<file path="config.mk">
export PLATFORM = sky130hd
export DESIGN_NAME = tage_update_ctrl_flat
export DESIGN_NICKNAME = d
export VERILOG_FILES = /design/src/rtl/tage_upd_if.sv /design/src/rtl/tage_update_ctrl.sv /design/src/flat_wrapper.sv
export SDC_FILE = /design/constraint.sdc
export NUM_CORES = 1
export LEC_CHECK = 0
export CORE_UTILIZATION = 40
export DETAILED_ROUTE_END_ITERATION = 16
export GPL_ROUTABILITY_DRIVEN = 0
export PLACE_DENSITY = 0.67
export SETUP_SLACK_MARGIN = 0.4
export SYNTH_ARGS = -nofsm -noshare
export SYNTH_HDL_FRONTEND = slang
export SYNTH_SLANG_ARGS = --single-unit
</file>
<file path="constraint.sdc">
create_clock -name clk -period 6 [get_ports clk]
set_clock_uncertainty 0.05 [all_clocks]
set_input_delay 1.2 -clock clk [delete_from_list [all_inputs] [get_ports clk]]
set_output_delay 1.2 -clock clk [all_outputs]
set_load 0.01 [all_outputs]
</file>
<file path="src/rtl/tage_upd_if.sv">
// Resolved-branch record channel from the branch resolution unit to the TAGE update engine.
// Latency: none, plain wires.
// Backpressure: upd_ready from the slave qualifies upd_valid; a record transfers when both are high.
interface tage_upd_if #(
  parameter int NT    = 4,
  parameter int IDX_W = 8,
  parameter int TAG_W = 8,
  parameter int CTR_W = 3,
  parameter int U_W   = 2
);
  logic                  upd_valid;
  logic                  upd_ready;
  logic                  upd_taken;
  logic                  upd_pred;
  logic                  upd_alt;
  logic [2:0]            upd_prov;
  logic [IDX_W-1:0]      upd_base_idx;
  logic [1:0]            upd_base_ctr;
  logic [NT*IDX_W-1:0]   upd_idx;
  logic [NT*TAG_W-1:0]   upd_tag;
  logic [CTR_W-1:0]      upd_ctr;
  logic [NT*U_W-1:0]     upd_u;

  modport master (
    output upd_valid, upd_taken, upd_pred, upd_alt, upd_prov, upd_base_idx,
           upd_base_ctr, upd_idx, upd_tag, upd_ctr, upd_u,
    input  upd_ready
  );

  modport slave (
    input  upd_valid, upd_taken, upd_pred, upd_alt, upd_prov, upd_base_idx,
           upd_base_ctr, upd_idx, upd_tag, upd_ctr, upd_u,
    output upd_ready
  );
endinterface

</file>
<file path="src/rtl/tage_update_ctrl.sv">
// TAGE training engine: provider ctr/useful update, mispredict allocation, periodic useful sweep.
// Latency: accept->IDLE 2 cycles, 3 with allocation, plus 2^IDX_W cycles when a sweep runs.
// Backpressure: upd_ready only in IDLE; define TAGE_ALLOC_RAND_EN for LFSR-randomised allocation.
module tage_update_ctrl #(
  parameter int NT      = 4,
  parameter int IDX_W   = 8,
  parameter int TAG_W   = 8,
  parameter int CTR_W   = 3,
  parameter int U_W     = 2,
  parameter int RST_LOG = 8
) (
  input  logic                clk,
  input  logic                rst_n,
  tage_upd_if.slave           upd,
  output logic                base_we,
  output logic [IDX_W-1:0]    base_widx,
  output logic [1:0]          base_wctr,
  output logic [NT-1:0]       tbl_we,
  output logic [NT-1:0]       tbl_uwe,
  output logic [NT*IDX_W-1:0] tbl_widx,
  output logic [TAG_W-1:0]    tbl_wtag,
  output logic [CTR_W-1:0]    tbl_wctr,
  output logic [NT*U_W-1:0]   tbl_wu,
  output logic                busy
);

  typedef enum logic [1:0] {S_IDLE, S_UPD, S_ALLOC, S_SWEEP} state_e;

  localparam logic [CTR_W-1:0]   CTR_MAX     = '1;
  localparam logic [CTR_W-1:0]   CTR_ONE     = CTR_W'(1);
  localparam logic [CTR_W-1:0]   CTR_WEAK_T  = {1'b1, {(CTR_W-1){1'b0}}};
  localparam logic [CTR_W-1:0]   CTR_WEAK_NT = {1'b0, {(CTR_W-1){1'b1}}};
  localparam logic [U_W-1:0]     U_MAX       = '1;
  localparam logic [U_W-1:0]     U_ONE       = U_W'(1);
  localparam logic [2:0]         PROV_NT     = 3'(NT);
  localparam logic [RST_LOG-1:0] CNT_ONE     = RST_LOG'(1);
  localparam logic [IDX_W-1:0]   SIDX_ONE    = IDX_W'(1);
  localparam logic [IDX_W-1:0]   SIDX_LAST   = '1;

  state_e               state_q, state_d;
  logic                 taken_q, taken_d;
  logic                 pred_q, pred_d;
  logic                 alt_q, alt_d;
  logic [2:0]           prov_q, prov_d;
  logic [IDX_W-1:0]     bidx_q, bidx_d;
  logic [1:0]           bctr_q, bctr_d;
  logic [NT*IDX_W-1:0]  idx_q, idx_d;
  logic [NT*TAG_W-1:0]  tag_q, tag_d;
  logic [CTR_W-1:0]     ctr_q, ctr_d;
  logic [NT*U_W-1:0]    u_q, u_d;
  logic [RST_LOG-1:0]   cnt_q, cnt_d;
  logic                 wrap_q, wrap_d;
  logic [IDX_W-1:0]     sidx_q, sidx_d;

  logic                 accept;
  logic [NT-1:0]        prov_sel;
  logic [U_W-1:0]       prov_u_old;
  logic [U_W-1:0]       prov_u_new;
  logic [CTR_W-1:0]     prov_ctr_new;
  logic [1:0]           base_ctr_new;
  logic [NT-1:0]        cand_first;
  logic                 cand_any;
  logic [NT-1:0]        alloc_oh;

`ifdef TAGE_ALLOC_RAND_EN
  logic [3:0]           lfsr_q, lfsr_d;
  logic [NT-1:0]        cand_second;
  logic                 cand_two;
`endif

  assign accept = (state_q == S_IDLE) && upd.upd_valid;

  // State register
  always_ff @(posedge clk) begin
    if (!rst_n) state_q <= S_IDLE;
    else        state_q <= state_d;
  end

  // Latched record, update counter and sweep index
  always_ff @(posedge clk) begin
    if (!rst_n) begin
      taken_q <= 1'b0;
      pred_q  <= 1'b0;
      alt_q   <= 1'b0;
      prov_q  <= '0;
      bidx_q  <= '0;
      bctr_q  <= '0;
      idx_q   <= '0;
      tag_q   <= '0;
      ctr_q   <= '0;
      u_q     <= '0;
      cnt_q   <= '0;
      wrap_q  <= 1'b0;
      sidx_q  <= '0;
    end else begin
      taken_q <= taken_d;
      pred_q  <= pred_d;
      alt_q   <= alt_d;
      prov_q  <= prov_d;
      bidx_q  <= bidx_d;
      bctr_q  <= bctr_d;
      idx_q   <= idx_d;
      tag_q   <= tag_d;
      ctr_q   <= ctr_d;
      u_q     <= u_d;
      cnt_q   <= cnt_d;
      wrap_q  <= wrap_d;
      sidx_q  <= sidx_d;
    end
  end

  // Capture the record on accept, count updates, step the sweep index
  always_comb begin
    taken_d = taken_q;
    pred_d  = pred_q;
    alt_d   = alt_q;
    prov_d  = prov_q;
    bidx_d  = bidx_q;
    bctr_d  = bctr_q;
    idx_d   = idx_q;
    tag_d   = tag_q;
    ctr_d   = ctr_q;
    u_d     = u_q;
    cnt_d   = cnt_q;
    wrap_d  = wrap_q;
    sidx_d  = sidx_q;
    if (accept) begin
      taken_d = upd.upd_taken;
      pred_d  = upd.upd_pred;
      alt_d   = upd.upd_alt;
      prov_d  = upd.upd_prov;
      bidx_d  = upd.upd_base_idx;
      bctr_d  = upd.upd_base_ctr;
      idx_d   = upd.upd_idx;
      tag_d   = upd.upd_tag;
      ctr_d   = upd.upd_ctr;
      u_d     = upd.upd_u;
      cnt_d   = cnt_q + CNT_ONE;
      // This accept wraps the counter to zero: a sweep follows the update
      wrap_d  = (cnt_q == '1);
    end
    if (state_q == S_SWEEP) sidx_d = sidx_q + SIDX_ONE;
  end

`ifdef TAGE_ALLOC_RAND_EN
  // Allocation LFSR, x^4+x^3+1, steps once per accepted update
  always_ff @(posedge clk) begin
    if (!rst_n) lfsr_q <= 4'b0001;
    else        lfsr_q <= lfsr_d;
  end

  // LFSR next value
  always_comb begin
    lfsr_d = lfsr_q;
    if (accept) lfsr_d = {lfsr_q[2:0], lfsr_q[3] ^ lfsr_q[2]};
  end
`endif

  // Provider-side saturating counter and useful-bit arithmetic
  always_comb begin
    prov_sel   = '0;
    prov_u_old = '0;
    for (int k = 0; k < NT; k++) begin
      if (prov_q == 3'(k + 1)) begin
        prov_sel[k] = 1'b1;
        prov_u_old  = u_q[k*U_W +: U_W];
      end
    end
    if (taken_q) prov_ctr_new = (ctr_q == CTR_MAX) ? CTR_MAX : ctr_q + CTR_ONE;
    else         prov_ctr_new = (ctr_q == '0) ? '0 : ctr_q - CTR_ONE;
    if (taken_q) base_ctr_new = (bctr_q == 2'd3) ? 2'd3 : bctr_q + 2'd1;
    else         base_ctr_new = (bctr_q == 2'd0) ? 2'd0 : bctr_q - 2'd1;
    // Usefulness only moves when the provider disagreed with the alternate
    prov_u_new = prov_u_old;
    if (pred_q != alt_q) begin
      if (pred_q == taken_q) prov_u_new = (prov_u_old == U_MAX) ? U_MAX : prov_u_old + U_ONE;
      else                   prov_u_new = (prov_u_old == '0) ? '0 : prov_u_old - U_ONE;
    end
  end

  // Allocation candidates: longer-history tables than the provider with u==0
  always_comb begin
    cand_first = '0;
    cand_any   = 1'b0;
`ifdef TAGE_ALLOC_RAND_EN
    cand_second = '0;
    cand_two    = 1'b0;
`endif
    for (int k = 0; k < NT; k++) begin
      if ((k >= int'(prov_q)) && (u_q[k*U_W +: U_W] == '0)) begin
        if (!cand_any) begin
          cand_first[k] = 1'b1;
          cand_any      = 1'b1;
        end
`ifdef TAGE_ALLOC_RAND_EN
        else if (!cand_two) begin
          cand_second[k] = 1'b1;
          cand_two       = 1'b1;
        end
`endif
      end
    end
`ifdef TAGE_ALLOC_RAND_EN
    alloc_oh = (cand_two && lfsr_q[0]) ? cand_second : cand_first;
`else
    alloc_oh = cand_first;
`endif
  end

  // Next-state logic
  always_comb begin
    state_d = state_q;
    case (state_q)
      S_IDLE:  if (upd.upd_valid) state_d = S_UPD;
      S_UPD: begin
        if ((pred_q != taken_q) && (prov_q < PROV_NT)) state_d = S_ALLOC;
        else if (wrap_q)                               state_d = S_SWEEP;
        else                                           state_d = S_IDLE;
      end
      S_ALLOC: state_d = wrap_q ? S_SWEEP : S_IDLE;
      S_SWEEP: if (sidx_q == SIDX_LAST) state_d = S_IDLE;
      default: state_d = S_IDLE;
    endcase
  end

  // Write-port outputs; everything is zero outside the cycle that writes it
  always_comb begin
    upd.upd_ready = (state_q == S_IDLE);
    busy          = (state_q != S_IDLE);
    base_we       = 1'b0;
    base_widx     = '0;
    base_wctr     = '0;
    tbl_we        = '0;
    tbl_uwe       = '0;
    tbl_widx      = '0;
    tbl_wtag      = '0;
    tbl_wctr      = '0;
    tbl_wu        = '0;
    case (state_q)
      S_UPD: begin
        if (prov_q == '0) begin
          base_we   = 1'b1;
          base_widx = bidx_q;
          base_wctr = base_ctr_new;
        end else begin
          for (int k = 0; k < NT; k++) begin
            if (prov_sel[k]) begin
              tbl_we[k]                  = 1'b1;
              tbl_widx[k*IDX_W +: IDX_W] = idx_q[k*IDX_W +: IDX_W];
              tbl_wtag                   = tag_q[k*TAG_W +: TAG_W];
              tbl_wctr                   = prov_ctr_new;
              tbl_wu[k*U_W +: U_W]       = prov_u_new;
            end
          end
        end
      end
      S_ALLOC: begin
        if (cand_any) begin
          for (int k = 0; k < NT; k++) begin
            if (alloc_oh[k]) begin
              tbl_we[k]                  = 1'b1;
              tbl_widx[k*IDX_W +: IDX_W] = idx_q[k*IDX_W +: IDX_W];
              tbl_wtag                   = tag_q[k*TAG_W +: TAG_W];
              tbl_wctr                   = taken_q ? CTR_WEAK_T : CTR_WEAK_NT;
            end
          end
        end else begin
          // No free entry: age every longer-history entry so one frees up later
          for (int k = 0; k < NT; k++) begin
            if (k >= int'(prov_q)) begin
              tbl_uwe[k]                 = 1'b1;
              tbl_widx[k*IDX_W +: IDX_W] = idx_q[k*IDX_W +: IDX_W];
              tbl_wu[k*U_W +: U_W]       = (u_q[k*U_W +: U_W] == '0) ? '0
                                         : u_q[k*U_W +: U_W] - U_ONE;
            end
          end
        end
      end
      S_SWEEP: begin
        tbl_uwe = '1;
        for (int k = 0; k < NT; k++) tbl_widx[k*IDX_W +: IDX_W] = sidx_q;
      end
      default: ;
    endcase
  end

endmodule

</file>
<file path="src/flat_wrapper.sv">
// flat-port wrapper written by rule: the top's interface ports become plain ports
module tage_update_ctrl_flat 
#(
  parameter int NT      = 4,
  parameter int IDX_W   = 8,
  parameter int TAG_W   = 8,
  parameter int CTR_W   = 3,
  parameter int U_W     = 2,
  parameter int RST_LOG = 8
)
  (clk, rst_n, base_we, base_widx, base_wctr, tbl_we, tbl_uwe, tbl_widx, tbl_wtag, tbl_wctr, tbl_wu, busy, upd_upd_valid, upd_upd_taken, upd_upd_pred, upd_upd_alt, upd_upd_prov, upd_upd_base_idx, upd_upd_base_ctr, upd_upd_idx, upd_upd_tag, upd_upd_ctr, upd_upd_u, upd_upd_ready);
  tage_upd_if #(.NT(NT), .IDX_W(IDX_W), .TAG_W(TAG_W), .CTR_W(CTR_W), .U_W(U_W)) upd_i ();
  input  logic clk;
  input  logic rst_n;
  output logic base_we;
  output logic [IDX_W-1:0] base_widx;
  output logic [1:0] base_wctr;
  output logic [NT-1:0] tbl_we;
  output logic [NT-1:0] tbl_uwe;
  output logic [NT*IDX_W-1:0] tbl_widx;
  output logic [TAG_W-1:0] tbl_wtag;
  output logic [CTR_W-1:0] tbl_wctr;
  output logic [NT*U_W-1:0] tbl_wu;
  output logic busy;
  input wire logic [$bits(upd_i.upd_valid)-1:0] upd_upd_valid;
  input wire logic [$bits(upd_i.upd_taken)-1:0] upd_upd_taken;
  input wire logic [$bits(upd_i.upd_pred)-1:0] upd_upd_pred;
  input wire logic [$bits(upd_i.upd_alt)-1:0] upd_upd_alt;
  input wire logic [$bits(upd_i.upd_prov)-1:0] upd_upd_prov;
  input wire logic [$bits(upd_i.upd_base_idx)-1:0] upd_upd_base_idx;
  input wire logic [$bits(upd_i.upd_base_ctr)-1:0] upd_upd_base_ctr;
  input wire logic [$bits(upd_i.upd_idx)-1:0] upd_upd_idx;
  input wire logic [$bits(upd_i.upd_tag)-1:0] upd_upd_tag;
  input wire logic [$bits(upd_i.upd_ctr)-1:0] upd_upd_ctr;
  input wire logic [$bits(upd_i.upd_u)-1:0] upd_upd_u;
  output wire logic [$bits(upd_i.upd_ready)-1:0] upd_upd_ready;
  assign upd_i.upd_valid = upd_upd_valid;
  assign upd_i.upd_taken = upd_upd_taken;
  assign upd_i.upd_pred = upd_upd_pred;
  assign upd_i.upd_alt = upd_upd_alt;
  assign upd_i.upd_prov = upd_upd_prov;
  assign upd_i.upd_base_idx = upd_upd_base_idx;
  assign upd_i.upd_base_ctr = upd_upd_base_ctr;
  assign upd_i.upd_idx = upd_upd_idx;
  assign upd_i.upd_tag = upd_upd_tag;
  assign upd_i.upd_ctr = upd_upd_ctr;
  assign upd_i.upd_u = upd_upd_u;
  assign upd_upd_ready = upd_i.upd_ready;
  tage_update_ctrl #(.NT(NT), .IDX_W(IDX_W), .TAG_W(TAG_W), .CTR_W(CTR_W), .U_W(U_W), .RST_LOG(RST_LOG)) u_core (.clk(clk), .rst_n(rst_n), .upd(upd_i), .base_we(base_we), .base_widx(base_widx), .base_wctr(base_wctr), .tbl_we(tbl_we), .tbl_uwe(tbl_uwe), .tbl_widx(tbl_widx), .tbl_wtag(tbl_wtag), .tbl_wctr(tbl_wctr), .tbl_wu(tbl_wu), .busy(busy));
endmodule
</file>
======== After elaboration in Yosys (flattened, before gate mapping) ========
Index checks and enable logic that the tools add are counted.
cells by class
  $add $sub $neg .......................... 12
  multiply operators ...................... 0
  divide/modulo/power cells ............... 0
  magnitude comparators ................... 5
  equality and inequality tests ........... 17
  shift operators ......................... 0
  multiplexer cells ....................... 109
  bitwise operators ....................... 0
  reductions and logical operators ........ 17
operator list
  kind                 number
  $mux 8               26
  $pmux 32 s3          1
  $mux 32              2
  $mux 2               29
  $mux 3               14
  $pmux 8 s2           2
  $mux 1               28
  $add 8x1->8 const B  2
  $eq 8x8->1 const B   2
  $pmux 4 s2           2
  $logic_not 2->1      7
  $mux 4               3
  $sub 2x1->2 const B  6
  $eq 2x2->1 const B   4
  $pmux 2 s4           1
  $eq 3x2->1 const B   2
  $eq 3x3->1 const B   2
  $ge 1x3->1 const A   2
  $ge 2x3->1 const A   2
  $logic_and 1x1->1    6
  $logic_not 3->1      2
  $pmux 3 s2           1
  $add 2x1->2 const B  2
  $ne 2x2->1 const B   2
  9 further kinds      10
word-level totals
  register bits after elaboration ......... 110
  latch bits .............................. 0
  RAM bits ................................ 0
  bits in read-only memories .............. 0
  bits of input ports ..................... 94
  output and inout bits ................... 72
  memories kept ........................... 0

======== Depth between registers and ports, before layout ========
Gate-level depths: netlist of the first run.
  word-level depth ........................ 12
  mapped depth ............................ 8
  gate-level depth less buffers ........... 7

======== Worst setup path before layout of the first run ========
OpenSTA, ideal clock, no wires.
  kind .................................... flip-flop to output port
  from .................................... register u_core.state_q[0]
  to ...................................... output port tbl_widx[0]
  arrival ................................. 1.852 ns
  data required time ...................... 4.750 ns
  slack ................................... 2.898 ns
  cell stages (with the launch flop) ...... 9
  cells stage by stage .................... dfxtp_1 > inv_1 > ha_1 > clkbuf_1 > nor2b_1 > nand2b_1 > o32a_1 > nor3_4 > a22o_1
between the ends
  cells in the longest elaborated chain, start to end .. 2
  elaborated cells between the ends (all ways) .. 4
  those cells by class .................... eq/ne (3); mux (1)
ends and longest elaborated chain
  item                                      RTL line                 RTL
  from (decl)                               tage_update_ctrl.sv:40   state_e state_q, state_d;
  from (signal assigned)                    tage_update_ctrl.sv:76   else state_q <= state_d;
  $eq 2x2->1 or $eq 2x1->1 (tied branches)  tage_update_ctrl.sv:239  case (state_q)
  $pmux 32 s3 *                             tage_update_ctrl.sv:239
  to (decl)                                 flat_wrapper.sv:20       output logic [NT*IDX_W-1:0] tbl_widx;
Mark *: on every way between the ends. The rest lies on a longest branch, timed or not.

======== Final worst setup path of the first run ========
  from .................................... register u_core.prov_q[0]
  to ...................................... output port tbl_wtag[5]
between the ends
  cells in the longest elaborated chain, start to end .. 10
  elaborated cells between the ends (all ways) .. 38
  those cells by class .................... order compare (4); eq/ne (4); mux (25); reduce/logical (5)
ends and longest elaborated chain
  item                              RTL line                                          RTL
  from (decl)                       tage_update_ctrl.sv:44                            logic [2:0] prov_q, prov_d;
  from (signal assigned)            tage_update_ctrl.sv:99                            prov_q <= prov_d;
  $ge 1x3->1                        tage_update_ctrl.sv:190                           if ((k >= int'(prov_q)) && (u_q[k*U_W +: U_W] == '0)) begin
  $logic_and 1x1->1                 tage_update_ctrl.sv:190
  $mux 1                            tage_update_ctrl.sv:190
  $mux 1 (on tied branches)         tage_update_ctrl.sv:191, tage_update_ctrl.sv:190
  $mux 1 (on tied branches)         tage_update_ctrl.sv:190, tage_update_ctrl.sv:191
  $mux 8 (tied with other cells)    tage_update_ctrl.sv:260                           if (alloc_oh[k]) begin
  $mux 8 or $mux 1 (tied branches)  tage_update_ctrl.sv:260, tage_update_ctrl.sv:190
  $mux 8                            tage_update_ctrl.sv:260
  $mux 8                            tage_update_ctrl.sv:258                           if (cand_any) begin
  $pmux 8 s2 *                      tage_update_ctrl.sv:239
  to (decl)                         flat_wrapper.sv:21                                output logic [TAG_W-1:0] tbl_wtag;
Marked as above.

==> impl_metrics.csv, run 1 <==
group,metric,value,unit
grt,grt_max_degree,97,
grt,grt_pass1_wl,27900,um
logic_synthesis,synth_top_area_share,37.2,%
finish,fillers,1402,
worst_setup_path,end_kind,"primary output",
power_and_ir_drop,vdd_drop_max,0.122,mV
logic_synthesis,synth_edf_count,0,
clocking,postCtsHoldBufs,0,
grt,overflow,0,
clocking,clockBufferDepth,2,
sta,worst_slack,0.999,ns
sta,timing.fmax,200,MHz
logic_synthesis,synthCells,792,
finish,syn_to_final_growth,33.2,%
logic_synthesis,synth.area.top_cells,"dfxtp_1 (37%), nand2_1 (15%), a21oi_1 (7.2%), a21boi_0 (6.6%), clkbuf_1 (3.0%)",
clocking,root_buffer,"clkbuf_16",
finish,seq_area,2200,um^2
finish,multiInputGateArea,3430,um^2
place,dp_worst_setup_slack,1.42,ns
grt,grtUsageMet2,36.5,%
detailed_routing,wl_per_cell,16.0,um
floorplan,dieArea,15300,um^2
place,io_buffers,165,
detailed_routing,routed_wirelength,17700,um
sta,finalCritPeriodShare,83.4,%
finish,layout_common_cells,"nand2_1 (230), clkdlybuf4s50_1 (165), dfxtp_1 (110)",
floorplan,start_util,40.9,%
sta,setup_tns,0,ns
clocking,cts_tree,"built",
detailed_routing,route.antenna.remaining_nets,0,
logic_synthesis,synth_largest_area_cell,"dfxtp_1",
sta,maxSlewViolCount,0,
clocking,cts_setup_buffers,0,
logic_synthesis,syn_avg_cell_area,7.47,um^2
power_and_ir_drop,p_leak,2.68,nW
logic_synthesis,ys_warn_count,0,
detailed_routing,dr.pass1.iters,7,
finish,drive_above_1_share,4.14,%
clocking,postCtsResizedCells,0,
logic_synthesis,yosys_most_used_dff,"dfxtp_1",
grt,use_met1,33.3,%
sta,layout_min_cycle_time,5.00,ns
run_status,outcome,"complete, no violations",
run,maxCapViolCount,0,
clocking,clkSlewWorstSetupHoldPaths,0.07,ns
clocking,cts-buffers-inserted,9,
grt,antenna_found_initial,0,
worst_setup_path,worstPathMaxFanout,24,
clocking,cts_htree_levels,3,
detailed_routing,drtIter0Drc,394,
worst_setup_path,r2r-start,"u_core.state_q[0]",
sta,setup_viol,0,
hold_path,hold_path_class,"reg2reg",
place,dp_hpwl,12300,um
worst_setup_path,cp.required,4.75,ns
floorplan,pin_count,166,
power_and_ir_drop,powerDensity,218,nW/um^2
grt,top_usage_layer,"met2",
hold_path,hold_path_startpoint,"u_core.bidx_q[3]",
clocking,clock_latency,0.36,ns
logic_synthesis,syn-num-nets,896,
place,placed_area,7600,um^2
sta,slew_headroom,25.6,%
clocking,cts_sinks,110,
grt,met3_usage,3.62,%
logic_synthesis,netlist_area,5920,um^2
logic_synthesis,async_reset_ff_share,0,%
worst_setup_path,critPathKind,"reg2out",
finish,antenna_cells,0,
sta,final_hold_viol_count,0,
worst_setup_path,crit_start,"u_core.prov_q[0]",
sta,rsz0062_at_grt,"false",
floorplan,core_area,14500,um^2
logic_synthesis,seq_area_frac_synth,37.2,%
sta,holdWs,0.403,ns
grt,grt.total_usage,23.8,%
detailed_routing,drcViolationCount,0,
finish,final_common_cell,"nand2_1",
logic_synthesis,synth_seq_cells,110,
worst_setup_path,arrival,3.75,ns
finish,fin_nets,1017,
detailed_routing,vias_per_cell,5.40,
detailed_routing,vias,5956,
logic_synthesis,ys_types,61,
finish,final_cell_area,7890,um^2
worst_setup_path,r2r_slack,2.82,ns
floorplan,dieHeight,124,um
sta,worstMarginPinSlew,1.11,ns
worst_setup_path,start_kind,"flop",
floorplan,die_w,124,um
grt,grt_pass1_vias,5421,
floorplan,num_rows,44,
-- area by class of cell --
cell class / instances / area share (%)
clock inverters: 4 / 0.381
multi-input cells: 609 / 43.5
clock buffers: 12 / 3.25
repair buffers: 170 / 21.4
inverters: 13 / 0.619
well taps: 184 / 2.92
flip-flops and latches: 110 / 27.9
-- state kept, by name, summed over array words and instances, names as in the netlist --
name and cells:
u_core.bctr_q 2, u_core.prov_q 3, u_core.tag_q 32, u_core.bidx_q 8, u_core.taken_q 1, u_core.u_q 8, u_core.ctr_q 3, u_core.state_q 2
u_core.wrap_q 1, u_core.cnt_q 8, u_core.pred_q 1, u_core.alt_q 1, u_core.sidx_q 8, u_core.idx_q 32
-- kinds of logic (layout without fill, tap and decap cells) --
kind of cell    count (synthesis)  in the layout  synth area share (%)
compound gates                238            238                  26.6
xor+xnor                       11             11                  1.63
fa+ha+maj                      10             10                  2.11
buf+inv                        73            199                  5.05
flops                         110            110                  37.2
mux                            12             12                  2.03
simple gates                  338            338                  25.4
-- report_power, final --
| group | internal [mW] | switching (mW) | total, mW |
|---|---|---|---|
| Sequential | 0.775 | 0.0468 | 0.822 |
| Combinational | 0.139 | 0.172 | 0.310 |
| Clock | 0.306 | 0.277 | 0.583 |
-- Yosys cell counts (2+ instances only) --
master,instances
a21boi_0,52
a21o_1,2
a21oi_1,85
a221oi_1,9
a22o_1,5
a22oi_1,10
a31oi_1,2
a32o_1,2
and2_1,9
and3_1,11
buf_1,2
buf_2,8
buf_6,2
clkbuf_1,48
dfxtp_1,110
ha_1,10
inv_1,12
mux2i_1,12
nand2_1,231
nand2b_1,9
nand3_1,15
nand4_1,9
nand4b_1,2
nand4bb_1,2
nor2_1,18
nor2b_1,9
nor3_1,5
nor3_2,2
o21a_1,3
o21ai_0,28
o21ai_1,4
o221a_2,2
o22a_1,8
o22ai_1,9
o2bb2ai_1,3
or2_1,2
or2_2,3
or3_1,5
xnor2_1,7
xor2_1,4
-- worst max-delay path, cell delays in order, from the launching register on --
cell and delay (ns):
dfxtp_1 0.87, nor2_2 0.33, a211o_1 0.47, nor2b_1 0.72, a221oi_1 0.17, o22ai_1 0.24, clkdlybuf4s50_1 0.58
-- per-layer routing --
layer | vias up | wire (um)
met1 | 2766 | 8560
met3 | 27 | 929
li1 | 2978 | -
met5 | - | 0
met2 | 185 | 7720
met4 | 0 | 451
-- worst paths after layout --
| kind | cells after the start | endpoint |
|---|---|---|
| worst max-delay path | 6 | tbl_wtag[5] |
| worst min-delay path | 2 | u_core.bidx_q[3] |
| worst max register to register | 7 | u_core.cnt_q[7] |
| worst min register to register | 2 | u_core.bidx_q[3] |
-- stage by stage --
stage          std cells  power (mW)  util, %
2_1_floorplan        792        1.02        -
3_3_place_gp        1086        1.14     52.5
3_5_place_dp        1086        1.15     52.5
4_1_cts             1102        1.73     54.5
5_1_grt             1102        1.80     54.5
6_report            1102        1.72     54.5
Note: power is estimated with default switching activity, not from simulation.
==> run 2: changes to the inputs <==
clock period = 4.65 ns   (was 6 ns; I/O delays follow)
==> impl_metrics.csv, run 2 (synthesized netlist as in run 1, its figures left out) <==
group,metric,value,unit
run_status,outcome,"complete, no violations",
grt,antenna_found_initial,0,
sta,final_hold_viol_count,0,
place,dp.cells,1097,
place,io_buffers,165,
worst_setup_path,worstPathMaxFanout,10,
clocking,root_buffer,"clkbuf_16",
detailed_routing,dr.pass1.iters,5,
clocking,clock_latency,0.36,ns
detailed_routing,drtIter0Drc,424,
worst_setup_path,r2r-start,"u_core.state_q[0]",
finish,fin_nets,1028,
clocking,cts_htree_levels,3,
finish,multiInputGateArea,3430,um^2
clocking,clkSlewWorstSetupHoldPaths,0.07,ns
sta,maxSlewViolCount,0,
clocking,cts-buffers-inserted,9,
floorplan,core_area,14500,um^2
worst_setup_path,cp.depth,7,
floorplan,dieArea,15300,um^2
finish,seq_area,2200,um^2
finish,top_regs,"u_core.idx_q (32), u_core.tag_q (32)",
finish,drive_above_1_share,5.17,%
finish,final_common_cell,"nand2_1",
worst_setup_path,critPathBufInv,2,
finish,fillers,1399,
hold_path,hold_path_class,"reg2reg",
power_and_ir_drop,p_leak,2.75,nW
worst_setup_path,crit_path_top_delay_cell,"clkdlybuf4s50_1",
worst_setup_path,arrival,3.12,ns
detailed_routing,routed_wirelength,18000,um
sta,worstMarginPinSlew,0.977,ns
run,maxCapViolCount,0,
finish,instances_no_fill,1113,
sta,setup_tns,0,ns
detailed_routing,vias_per_cell,5.33,
sta,slew_headroom,34.8,%
grt,grt_max_degree,55,
sta,rsz0062_at_grt,"true",
grt,overflow,0,
worst_setup_path,cp_cell_sequence,"a2111oi_4 -> buf_4 -> a211o_1 -> o21ai_1 -> or2_1 -> o22ai_1 -> clkdlybuf4s50_1",
clocking,cts_tree,"built",
floorplan,dieHeight,124,um
finish,syn_to_final_growth,35.2,%
floorplan,die_w,124,um
worst_setup_path,cp_top_family,"compound AO/OA/AOI/OAI gates",
detailed_routing,drcViolationCount,0,
grt,grt.total_usage,23.9,%
floorplan,num_rows,44,
worst_setup_path,critPathKind,"reg2out",
clocking,clockBufferDepth,2,
detailed_routing,wl_per_cell,16.2,um
finish,layout_common_cells,"nand2_1 (230), clkdlybuf4s50_1 (165), dfxtp_1 (110)",
floorplan,pin_count,166,
grt,grt_pass1_wl,28000,um
detailed_routing,vias,5932,
worst_setup_path,start_kind,"flop",
worst_setup_path,crit_start,"u_core.prov_q[2]",
worst_setup_path,cp.required,3.67,ns
power_and_ir_drop,vdd_drop_max,0.228,mV
clocking,cts_sinks,110,
worst_setup_path,r2r_end,"u_core.prov_q[1]",
worst_setup_path,end_kind,"primary output",
power_and_ir_drop,powerDensity,288,nW/um^2
sta,setup_viol,0,
worst_setup_path,r2r_slack,1.93,ns
floorplan,start_util,40.9,%
sta,finalCritPeriodShare,88.2,%
clocking,postCtsHoldBufs,0,
detailed_routing,route.antenna.remaining_nets,0,
sta,layout_min_cycle_time,4.10,ns
place,dp_hpwl,12800,um
worst_setup_path,rr_worst_depth,7,
sta,timing.fmax,244,MHz
worst_setup_path,endpoint,"tbl_wtag[6]",
finish,antenna_cells,0,
grt,grt_pass1_vias,5440,
worst_setup_path,cpPeakStageDelay,0.59,ns
-- run 2: power by group --
group	internal [mW]	leakage (nW)	switching [mW]
clock network	0.475	0.154	0.357
registers	1.00	0.901	0.0533
logic	0.190	1.69	0.234
total	1.66	2.75	0.644
-- run 2: what timing repair did --
action / 4_1_cts / 5_1_grt
setup endpoints to repair: 0 / 23
setup buffers: 0 / 0
gates resized for setup: 0 / 2
-- run 2: metal layers --
metal / vias up / GRT usage, % / part of all wire (%)
met2: 157 / 37.2 / 45
li1: 3000 / - / -
met1: 2758 / 32.8 / 48
met4: 0 / 6.40 / 1.5
met3: 17 / 5.86 / 5.5
met5: - / 0 / 0
-- run 2: final cells by class --
class | count | share of cell area [%]
Timing Repair Buffer | 181 | 22.2
Clock inverter | 5 | 1.03
Multi-Input combinational cell | 609 | 42.9
Sequential cell | 110 | 27.5
Tap cell | 184 | 2.88
Inverter | 13 | 0.610
Clock buffer | 11 | 2.91
-- run 2: worst min-delay path by stage --
stage / cells past startpoint / slack, ns / startpoint / to
floorplan: 2 / 0.38 / u_core.bidx_q[0] / u_core.bidx_q[0]
CTS: 2 / 0.40 / u_core.bidx_q[1] / u_core.bidx_q[1]
global placement: 2 / 0.39 / u_core.bidx_q[1] / u_core.bidx_q[1]
global route: 2 / 0.42 / u_core.bidx_q[3] / u_core.bidx_q[3]
finish: 2 / 0.40 / u_core.bidx_q[1] / u_core.bidx_q[1]
detailed placement: 2 / 0.39 / u_core.bidx_q[1] / u_core.bidx_q[1]
-- run 2: worst reg2reg max path, cell delays in order, from the launching register on --
cell	delay, ns
dfxtp_1	0.33
inv_1	0.11
ha_1	0.30
buf_4	0.36
and2_4	0.57
buf_4	0.52
nand2_1	0.18
a21boi_0	0.22
-- run 2: per-stage QoR --
| step | power, mW | utilization, % | cell area [um^2] | worst slack (ns) | hold slack, ns |
|---|---|---|---|---|---|
| 3_5_place_dp | 1.50 | 53.1 | 7680 | 0.844 | 0.392 |
| 6_report | 2.31 | 55.3 | 8000 | 0.550 | 0.400 |
| 4_1_cts | 2.32 | 55.2 | 8000 | 0.444 | 0.402 |
| 5_1_grt | 2.41 | 55.3 | 8000 | 0.396 | 0.423 |
| 2_1_floorplan | 1.31 | - | 5920 | 1.82 | 0.382 |
| 3_3_place_gp | 1.49 | 53.1 | 7680 | 0.900 | 0.388 |
==> run 3: changes to the inputs <==
CTS_CLUSTER_SIZE = 20   (was not set)
PLACE_DENSITY = 0.69   (was 0.67)
==> impl_metrics.csv, run 3 (synthesized netlist as in run 1, its figures left out) <==
group,metric,value,unit
grt,antenna_found_initial,0,
detailed_routing,vias_per_cell,5.39,
detailed_routing,wl_per_cell,16.1,um
sta,timing.fmax,246,MHz
worst_setup_path,worstPathMaxFanout,11,
sta,setup_viol,0,
grt,met3_usage,3.66,%
clocking,clkSlewWorstSetupHoldPaths,0.07,ns
place,dp_hpwl,12600,um
place,dp.cells,1095,
detailed_routing,route.antenna.remaining_nets,0,
floorplan,core_area,14500,um^2
grt,grt_pass1_vias,5438,
worst_setup_path,cpPeakStageDelay,0.54,ns
detailed_routing,dr.pass1.iters,5,
worst_setup_path,crit_path_top_delay_cell,"clkdlybuf4s50_1",
detailed_routing,routed_wirelength,17900,um
finish,layout_common_cells,"nand2_1 (230), clkdlybuf4s50_1 (165), dfxtp_1 (108)",
sta,setup_tns,0,ns
worst_setup_path,cp_cell_sequence,"nor4_2 -> buf_4 -> a211o_1 -> o32a_1 -> nor3_4 -> a22o_1 -> clkdlybuf4s50_1",
floorplan,die_w,124,um
floorplan,num_rows,44,
grt,grt.total_usage,24.1,%
power_and_ir_drop,vdd_drop_max,0.208,mV
floorplan,dieArea,15300,um^2
place,dp_worst_setup_slack,0.673,ns
grt,top_usage_layer,"met2",
clocking,postCtsHoldBufs,0,
finish,syn_to_final_growth,35.3,%
run_status,outcome,"complete, no violations",
grt,grt_pass1_wl,28400,um
clocking,clockBufferDepth,2,
grt,use_met1,32.9,%
finish,instances_no_fill,1112,
power_and_ir_drop,total_power,2.26,mW
worst_setup_path,critPathBufInv,2,
finish,fillers,1435,
detailed_routing,drtIter0Drc,385,
grt,grtUsageMet2,37.8,%
worst_setup_path,start_kind,"flop",
clocking,cts-buffers-inserted,9,
power_and_ir_drop,p_leak,2.74,nW
worst_setup_path,cp_top_family,"compound AO/OA/AOI/OAI gates",
detailed_routing,drcViolationCount,0,
finish,final_common_cell,"nand2_1",
worst_setup_path,critPathKind,"reg2out",
worst_setup_path,arrival,3.08,ns
grt,grt_max_degree,70,
clocking,cts_sinks,110,
sta,layout_min_cycle_time,4.06,ns
sta,finalCritPeriodShare,87.3,%
sta,worstMarginPinSlew,0.926,ns
sta,holdWs,0.402,ns
worst_setup_path,cp.required,3.67,ns
finish,antenna_cells,0,
clocking,root_buffer,"clkbuf_16",
clocking,clock_latency,0.35,ns
sta,rsz0062_at_grt,"false",
finish,final_cell_area,8010,um^2
sta,final_hold_viol_count,0,
detailed_routing,vias,5991,
sta,maxSlewViolCount,0,
hold_path,hold_path_class,"reg2reg",
finish,fin_nets,1027,
place,placed_area,7680,um^2
grt,overflow,0,
clocking,cts_tree,"built",
clocking,cts_htree_levels,3,
floorplan,pin_count,166,
worst_setup_path,end_kind,"primary output",
finish,top_regs,"u_core.idx_q (32), u_core.tag_q (32)",
floorplan,dieHeight,124,um
power_and_ir_drop,powerDensity,283,nW/um^2
finish,final_util,55.3,%
finish,drive_above_1_share,5.39,%
place,io_buffers,165,
floorplan,start_util,40.9,%
sta,slew_headroom,38.2,%
sta,worst_slack,0.588,ns
run,maxCapViolCount,0,
-- run 3: cell types whose count changed in the layout (fill, tap and decap cells not counted), moves of 2 or more --
| cell | previous run | this run |
|---|---|---|
| dfxtp_2 | 0 | 2 |
| clkinvlp_4 | 0 | 2 |
| dfxtp_1 | 110 | 108 |
| buf_4 | 15 | 13 |
-- run 3: final cells by class --
type                            instances  area, um^2  area share, %
Multi-Input combinational cell        609        3440           43.0
Sequential cell                       110        2200           27.5
Timing Repair Buffer                  180        1780           22.2
Clock buffer                           11         243           3.03
Tap cell                              184         230           2.87
Clock inverter                          5        58.8          0.734
Inverter                               13        48.8          0.609
-- run 3: routing by layer --
metal / share of wire, % / vias to the layer above
li1: - / 3007
met1: 46 / 2769
met2: 46 / 188
met3: 5.3 / 27
met4: 2.4 / 0
met5: 0 / -
-- run 3: worst register-to-register path, cell delays in order (launching register included) --
cell and delay, ns:
dfxtp_1 0.33, inv_1 0.10, ha_1 0.50, and2_4 0.72, nand4_1 0.37, or3_1 0.41, a21boi_0 0.15
-- run 3: worst paths after layout --
| check | start | to | slack, ns | cells past startpoint |
|---|---|---|---|---|
| setup / recovery | u_core.prov_q[2] | tbl_widx[0] | 0.59 | 7 |
| setup reg to reg | u_core.state_q[0] | u_core.cnt_q[7] | 1.95 | 6 |
| hold / removal | u_core.bidx_q[1] | u_core.bidx_q[1] | 0.40 | 2 |
| hold reg to reg | u_core.bidx_q[1] | u_core.bidx_q[1] | 0.40 | 2 |
-- run 3: power by group --
part           internal [mW]  switching [mW]
combinational          0.191           0.231
clock                  0.433           0.353
sequential              1.00          0.0555
-- run 3: repair_timing --
| action | CTS | global route |
|---|---|---|
| pin swaps | 1 | 0 |
| endpoints found under the setup margin | 27 | 29 |
| setup buffers | 1 | 0 |
| gates resized for setup | 2 | 4 |
